==> config.mk <==
export PLATFORM = sky130hd
export DESIGN_NAME = allgates_sweep_ctrl
export DESIGN_NICKNAME = d
export VERILOG_FILES = /design/src/rtl/allgates_sweep_ctrl.sv
export SDC_FILE = /design/constraint.sdc
export NUM_CORES = 1
export LEC_CHECK = 0
export ABC_AREA = 1
export CAP_MARGIN = 20
export CORE_MARGIN = 4
export CORE_UTILIZATION = 52
export CTS_CLUSTER_SIZE = 16
export DETAILED_ROUTE_END_ITERATION = 10
export GPL_TIMING_DRIVEN = 0
export MAX_ROUTING_LAYER = met4
export PLACE_DENSITY = 0.82
export SLEW_MARGIN = 20
export SYNTH_ARGS = -nofsm -noshare
export SYNTH_HDL_FRONTEND = slang
export SYNTH_SLANG_ARGS = --single-unit
==> constraint.sdc <==
create_clock -name clk -period 5.6 [get_ports clk]
set_input_delay 1.68 -clock clk [delete_from_list [all_inputs] [get_ports clk]]
set_output_delay 1.68 -clock clk [all_outputs]
set_load 0.005 [all_outputs]
==> src/rtl/allgates_sweep_ctrl.sv <==
// rtl/allgates_sweep_ctrl.sv - built-in self-test sequencer for the allgates gate unit
//
// Sweeps the gate unit inputs (a,b) through 00,10,01,11. Each vector is held for
// SETTLE cycles before gate_y is sampled and compared against the expected truth table.
// The mismatch count, the OR of all mismatch bits and a pass flag are reported for each run.
//
// Ports:
//   clk, rst_n      clock, asynchronous active-low reset
//   start           run request (honoured only in IDLE)
//   cont            restart immediately at the end of a run
//   abort           abandon a run in progress
//   gate_y[6:0]     gate unit outputs {v,u,t,s,r,q,p}
//   gate_a, gate_b  gate unit inputs
//   busy            high in every state except IDLE
//   done            one-cycle pulse at the end of a complete run
//   pass            last completed run had no mismatching vectors
//   err_cnt[2:0]    vectors with at least one mismatching bit
//   fail_mask[6:0]  OR of mismatch bits over the run
//   runs[7:0]       completed-run counter, saturates at 255

module allgates_sweep_ctrl #(
   parameter int unsigned SETTLE = 4
) (
   input  logic       clk,
   input  logic       rst_n,
   input  logic       start,
   input  logic       cont,
   input  logic       abort,
   input  logic [6:0] gate_y,
   output logic       gate_a,
   output logic       gate_b,
   output logic       busy,
   output logic       done,
   output logic       pass,
   output logic [2:0] err_cnt,
   output logic [6:0] fail_mask,
   output logic [7:0] runs
);

   // The settle counter runs 0..SETTLE within a vector. Sampling happens on the edge
   // that leaves count SETTLE-1. The extra count SETTLE is the hold cycle before the
   // next vector is driven, which gives a vector period of SETTLE+1.
   localparam logic [7:0] SAMPLE_CNT = 8'(SETTLE - 1);
   localparam logic [7:0] HOLD_CNT   = 8'(SETTLE);

   typedef enum logic [1:0] {
      ST_IDLE = 2'd0,
      ST_RUN  = 2'd1,
      ST_DONE = 2'd2
   } state_t;

   state_t      state, state_nxt;
   logic [1:0]  vec_idx, vec_idx_nxt;
   logic [7:0]  settle_cnt, settle_cnt_nxt;
   logic        gate_a_nxt, gate_b_nxt, busy_nxt, done_nxt, pass_nxt;
   logic [2:0]  err_cnt_nxt;
   logic [6:0]  fail_mask_nxt;
   logic [7:0]  runs_nxt;

   logic [6:0]  expected;
   logic [6:0]  mismatch;
   logic [2:0]  err_inc;

   // The expected value follows the vector currently on the gate unit inputs.
   // Those inputs are the registered gate_a/gate_b outputs themselves.
   always_comb begin
      expected = {~gate_a, ~(gate_a ^ gate_b), gate_a ^ gate_b, ~(gate_a | gate_b),
                  ~(gate_a & gate_b), gate_a | gate_b, gate_a & gate_b};
      mismatch = gate_y ^ expected;
      err_inc  = err_cnt + {2'b00, |mismatch};
   end

   always_ff @(posedge clk or negedge rst_n) begin
      if (!rst_n) begin
         state      <= ST_IDLE;
         vec_idx    <= 2'd0;
         settle_cnt <= 8'd0;
         gate_a     <= 1'b0;
         gate_b     <= 1'b0;
         busy       <= 1'b0;
         done       <= 1'b0;
         pass       <= 1'b0;
         err_cnt    <= 3'd0;
         fail_mask  <= 7'd0;
         runs       <= 8'd0;
      end else begin
         state      <= state_nxt;
         vec_idx    <= vec_idx_nxt;
         settle_cnt <= settle_cnt_nxt;
         gate_a     <= gate_a_nxt;
         gate_b     <= gate_b_nxt;
         busy       <= busy_nxt;
         done       <= done_nxt;
         pass       <= pass_nxt;
         err_cnt    <= err_cnt_nxt;
         fail_mask  <= fail_mask_nxt;
         runs       <= runs_nxt;
      end
   end

   always_comb begin
      state_nxt      = state;
      vec_idx_nxt    = vec_idx;
      settle_cnt_nxt = settle_cnt;
      gate_a_nxt     = gate_a;
      gate_b_nxt     = gate_b;
      busy_nxt       = busy;
      done_nxt       = 1'b0;
      pass_nxt       = pass;
      err_cnt_nxt    = err_cnt;
      fail_mask_nxt  = fail_mask;
      runs_nxt       = runs;

      case (state)
         ST_IDLE: begin
            if (start && !abort) begin
               state_nxt      = ST_RUN;
               busy_nxt       = 1'b1;
               vec_idx_nxt    = 2'd0;
               settle_cnt_nxt = 8'd0;
               gate_a_nxt     = 1'b0;
               gate_b_nxt     = 1'b0;
               pass_nxt       = 1'b0;
               err_cnt_nxt    = 3'd0;
               fail_mask_nxt  = 7'd0;
            end
         end

         ST_RUN: begin
            if (abort) begin
               // The sample that would have been taken on this edge is dropped.
               state_nxt  = ST_IDLE;
               busy_nxt   = 1'b0;
               gate_a_nxt = 1'b0;
               gate_b_nxt = 1'b0;
               pass_nxt   = 1'b0;
            end else if (settle_cnt == SAMPLE_CNT) begin
               err_cnt_nxt   = err_inc;
               fail_mask_nxt = fail_mask | mismatch;
               if (vec_idx == 2'd3) begin
                  state_nxt  = ST_DONE;
                  done_nxt   = 1'b1;
                  pass_nxt   = (err_inc == 3'd0);
                  runs_nxt   = (runs == 8'd255) ? runs : runs + 8'd1;
                  gate_a_nxt = 1'b0;
                  gate_b_nxt = 1'b0;
               end else begin
                  settle_cnt_nxt = HOLD_CNT;
               end
            end else if (settle_cnt == HOLD_CNT) begin
               // Vector order 00,10,01,11 makes a = idx[0] and b = idx[1].
               vec_idx_nxt    = vec_idx + 2'd1;
               settle_cnt_nxt = 8'd0;
               gate_a_nxt     = vec_idx_nxt[0];
               gate_b_nxt     = vec_idx_nxt[1];
            end else begin
               settle_cnt_nxt = settle_cnt + 8'd1;
            end
         end

         ST_DONE: begin
            if (cont && !abort) begin
               state_nxt      = ST_RUN;
               vec_idx_nxt    = 2'd0;
               settle_cnt_nxt = 8'd0;
               gate_a_nxt     = 1'b0;
               gate_b_nxt     = 1'b0;
               pass_nxt       = 1'b0;
               err_cnt_nxt    = 3'd0;
               fail_mask_nxt  = 7'd0;
            end else begin
               state_nxt = ST_IDLE;
               busy_nxt  = 1'b0;
            end
         end

         default: begin
            state_nxt  = ST_IDLE;
            busy_nxt   = 1'b0;
            gate_a_nxt = 1'b0;
            gate_b_nxt = 1'b0;
         end
      endcase
   end

endmodule

==> impl_metrics.yaml <==
worst_setup_path:
  path_cells: "clkdlybuf4s50_1, xnor2_1, and2_1, nand4_1, ha_1, ha_1, xor2_1, nand2_1, nand3b_1, nand2_1"
  cpPeakStageDelay_ps: 490
  worstRegToRegCells: 11
  crit_path_top_delay_cell: "clkdlybuf4s50_1"
  worst_setup_path_end_kind: "flip-flop"
  worstPathRequired_ps: 5830
  critPathMaxFanout: 2
  critical_path_class: "in -> reg"
  crit_path_start: "gate_y[0]"
  cp-endpoint: "err_cnt[2]"
  r2r_setup_slack_ps: 3270
  startpoint_type: "input pin"
  timing.rr.end: "err_cnt[2]"
  cp.arrival_ps: 3520
  r2r_start: "gate_a"
global_route:
  grt_max_degree: 30
  use_met3: 0.0496
  use_met2: 0.314
  grt-busiest-layer: "met2"
  grtUsageTotal: 0.199
  grt_pass1_vias: 1830
  grt-ovfl-total: 0
  antenna_found_initial: 0
  grt_first_pass_wirelength_mm: 8.09
  grt_util_met1: 0.250
outcome:
  status: "finished, final reports clean"
clocking:
  cts.path.max_buffers: 2
  cts_resized: 0
  htree_levels: 2
  postCtsSetupBuffers: 0
  cts_tree: "built"
  clkLatencyLatePin_ps: 290
  cts_hold_buf: 0
  clk_pin_slew_worst_paths_ps: 70
  root_buffer: "clkbuf_8"
  clock_sinks: 35
  numCtsBuffers: 5
placement:
  place_area_um2: 2620
  place_ws_ps: 2060
  gp_congestion: 0.836
  portBuffers: 34
  dp_hpwl_mm: 3.48
timing:
  drv_slew: 0
  tightest_slew_ps: 446
  rsz0062_at_grt: "no"
  hold_viol_final: 0
  slew_headroom: 0.700
  holdWs_ps: 490
  layout_setup_ws_ps: 2310
  setup_tns_ps: 0
  fmax_mhz: 304
  finalCritPeriodShare: 0.587
  skew_ps: 3.74
  setup_violations: 0
  period_minus_slack_ps: 3290
yosys:
  ys_async_sr_fraction: 1.00
  synthTopCellsByArea: "dfrtp_1 40%, nand2_1 15%, nand3_1 7.1%"
  synth_warnings: 0
  synth_nets: 301
  syn_inst: 281
  synth_edf_count: 0
  synth_area_per_cell_um2: 7.82
  synth_seq_area_share: 0.399
  yosysTopAreaCellShare: 0.399
  syn_area_um2: 2200
  yosys_register_bits: 35
  synth.largest_area_cell: "dfrtp_1"
  synth_cell_types: 29
  synthFlopType: "dfrtp_1"
layout:
  seqCellArea_um2: 876
  drive_above_1_share: 0.108
  diodes: 0
  nNetsFinal: 343
  n_fill_cell: 332
  design_area_um2: 2720
  area_growth_pct: 23.6
  multi_input_area_um2: 1170
route:
  drt_first_iter_violations: 92
  post_drt_wl_per_cell_um: 12.6
  postRouteAntennaNets: 0
  viasPerCell: 5.09
  route.detailed.drc: 0
  dr.pass1.iters: 4
  totalWireLength_mm: 4.70
  num_vias: 1903
die:
  rows: 23
  initial_core_util: 0.541
  dieHeight_um: 73
  core_area_um2: 4060
  pin_count: 35
  die_w_um: 73
  die_area_um2: 5330
min_path:
  min_path_type: "reg -> reg"
flow_run:
  maxCapViolCount: 0
pwr:
  p_per_area_nw_per_um2: 256
  fin_total_pwr_mw: 0.696
  p_leak_nw: 1.40
  irDropWorstVdd_mv: 0.194
## layer usage
metal  share of wire  routed length [µm]
met5               0                   0
met4           0.019                  89
met3           0.053                 251
met2            0.47                2210
met1            0.46                2150
## synth_stat cells, types with 4 or more instances
| master | count |
|---|---|
| o21ai_0 | 9 |
| o21ai_2 | 4 |
| nand2_1 | 86 |
| nand3b_1 | 8 |
| nor3_1 | 4 |
| xnor2_1 | 10 |
| xor2_1 | 6 |
| ha_1 | 8 |
| nand2_4 | 5 |
| dfrtp_1 | 35 |
| nand3_1 | 31 |
| nor2_4 | 4 |
| nor2_1 | 20 |
| inv_1 | 29 |
| nand4_1 | 4 |
## stage by stage
| stage | cells | utilization |
|---|---|---|
| 6_report | 374 | 0.669 |
| 5_1_grt | 374 | 0.669 |
| 4_1_cts | 374 | 0.669 |
| 3_5_place_dp | 366 | 0.644 |
| 3_3_place_gp | 365 | 0.641 |
| 2_1_floorplan | 281 | - |
## worst max-delay path, delay by kind of cell
kind | cells | cell delay [ps]
adder cells (fa/ha/maj) | 2 | 410
XOR/XNOR | 2 | 370
AND/OR/NAND/NOR | 5 | 570
buffers and inverters | 1 | 490
## cell families after synthesis
family	Yosys count	synth area share
fa+ha+maj	8	0.0456
xor+xnor	16	0.0638
flops	35	0.399
compound gates	15	0.0421
simple gates	171	0.379
buf+inv	36	0.0706
## how the worst min path moves through the flow
stage,startpoint,endpoint,cells past startpoint
2_1_floorplan,vec_idx[1],vec_idx[1],2
3_3_place_gp,vec_idx[1],vec_idx[1],2
3_5_place_dp,busy,busy,1
4_1_cts,busy,busy,1
5_1_grt,busy,busy,1
6_report,vec_idx[1],vec_idx[1],2
## sequential cells by signal (all words and copies together), names as in the netlist, 2 cells and up
| name | count |
|---|---|
| err_cnt | 3 |
| fail_mask | 7 |
| runs | 8 |
| settle_cnt | 8 |
| state | 2 |
| vec_idx | 2 |
## cells in the final DEF (no fill, tap or decap), types with 2 or more instances in the layout
master,instances
nand2_1,86
dfrtp_1,35
clkdlybuf4s50_1,33
nand3_1,31
inv_1,29
nor2_1,20
xnor2_1,10
o21ai_0,9
nand3b_1,8
ha_1,8
clkbuf_8,7
xor2_1,6
nand2_4,5
nor3_1,4
nand4_1,4
nor2_4,4
o21ai_2,4
nand2_2,3
inv_2,2
buf_6,2
buf_2,2
## layout make-up
type                       count  share of cell area
sequential                    35               0.323
tap                           50              0.0230
buffer                         4              0.0129
multi-input combinational    210               0.429
inverter                      32              0.0442
timing repair buffer          35               0.131
clock buffer                   8              0.0369
## where the power goes
| group | internal, mW | switching (mW) |
|---|---|---|
| registers | 0.281 | 0.0254 |
| clock network | 0.112 | 0.0883 |
| logic | 0.0919 | 0.0968 |
Note: power is estimated with default switching activity, not from simulation.
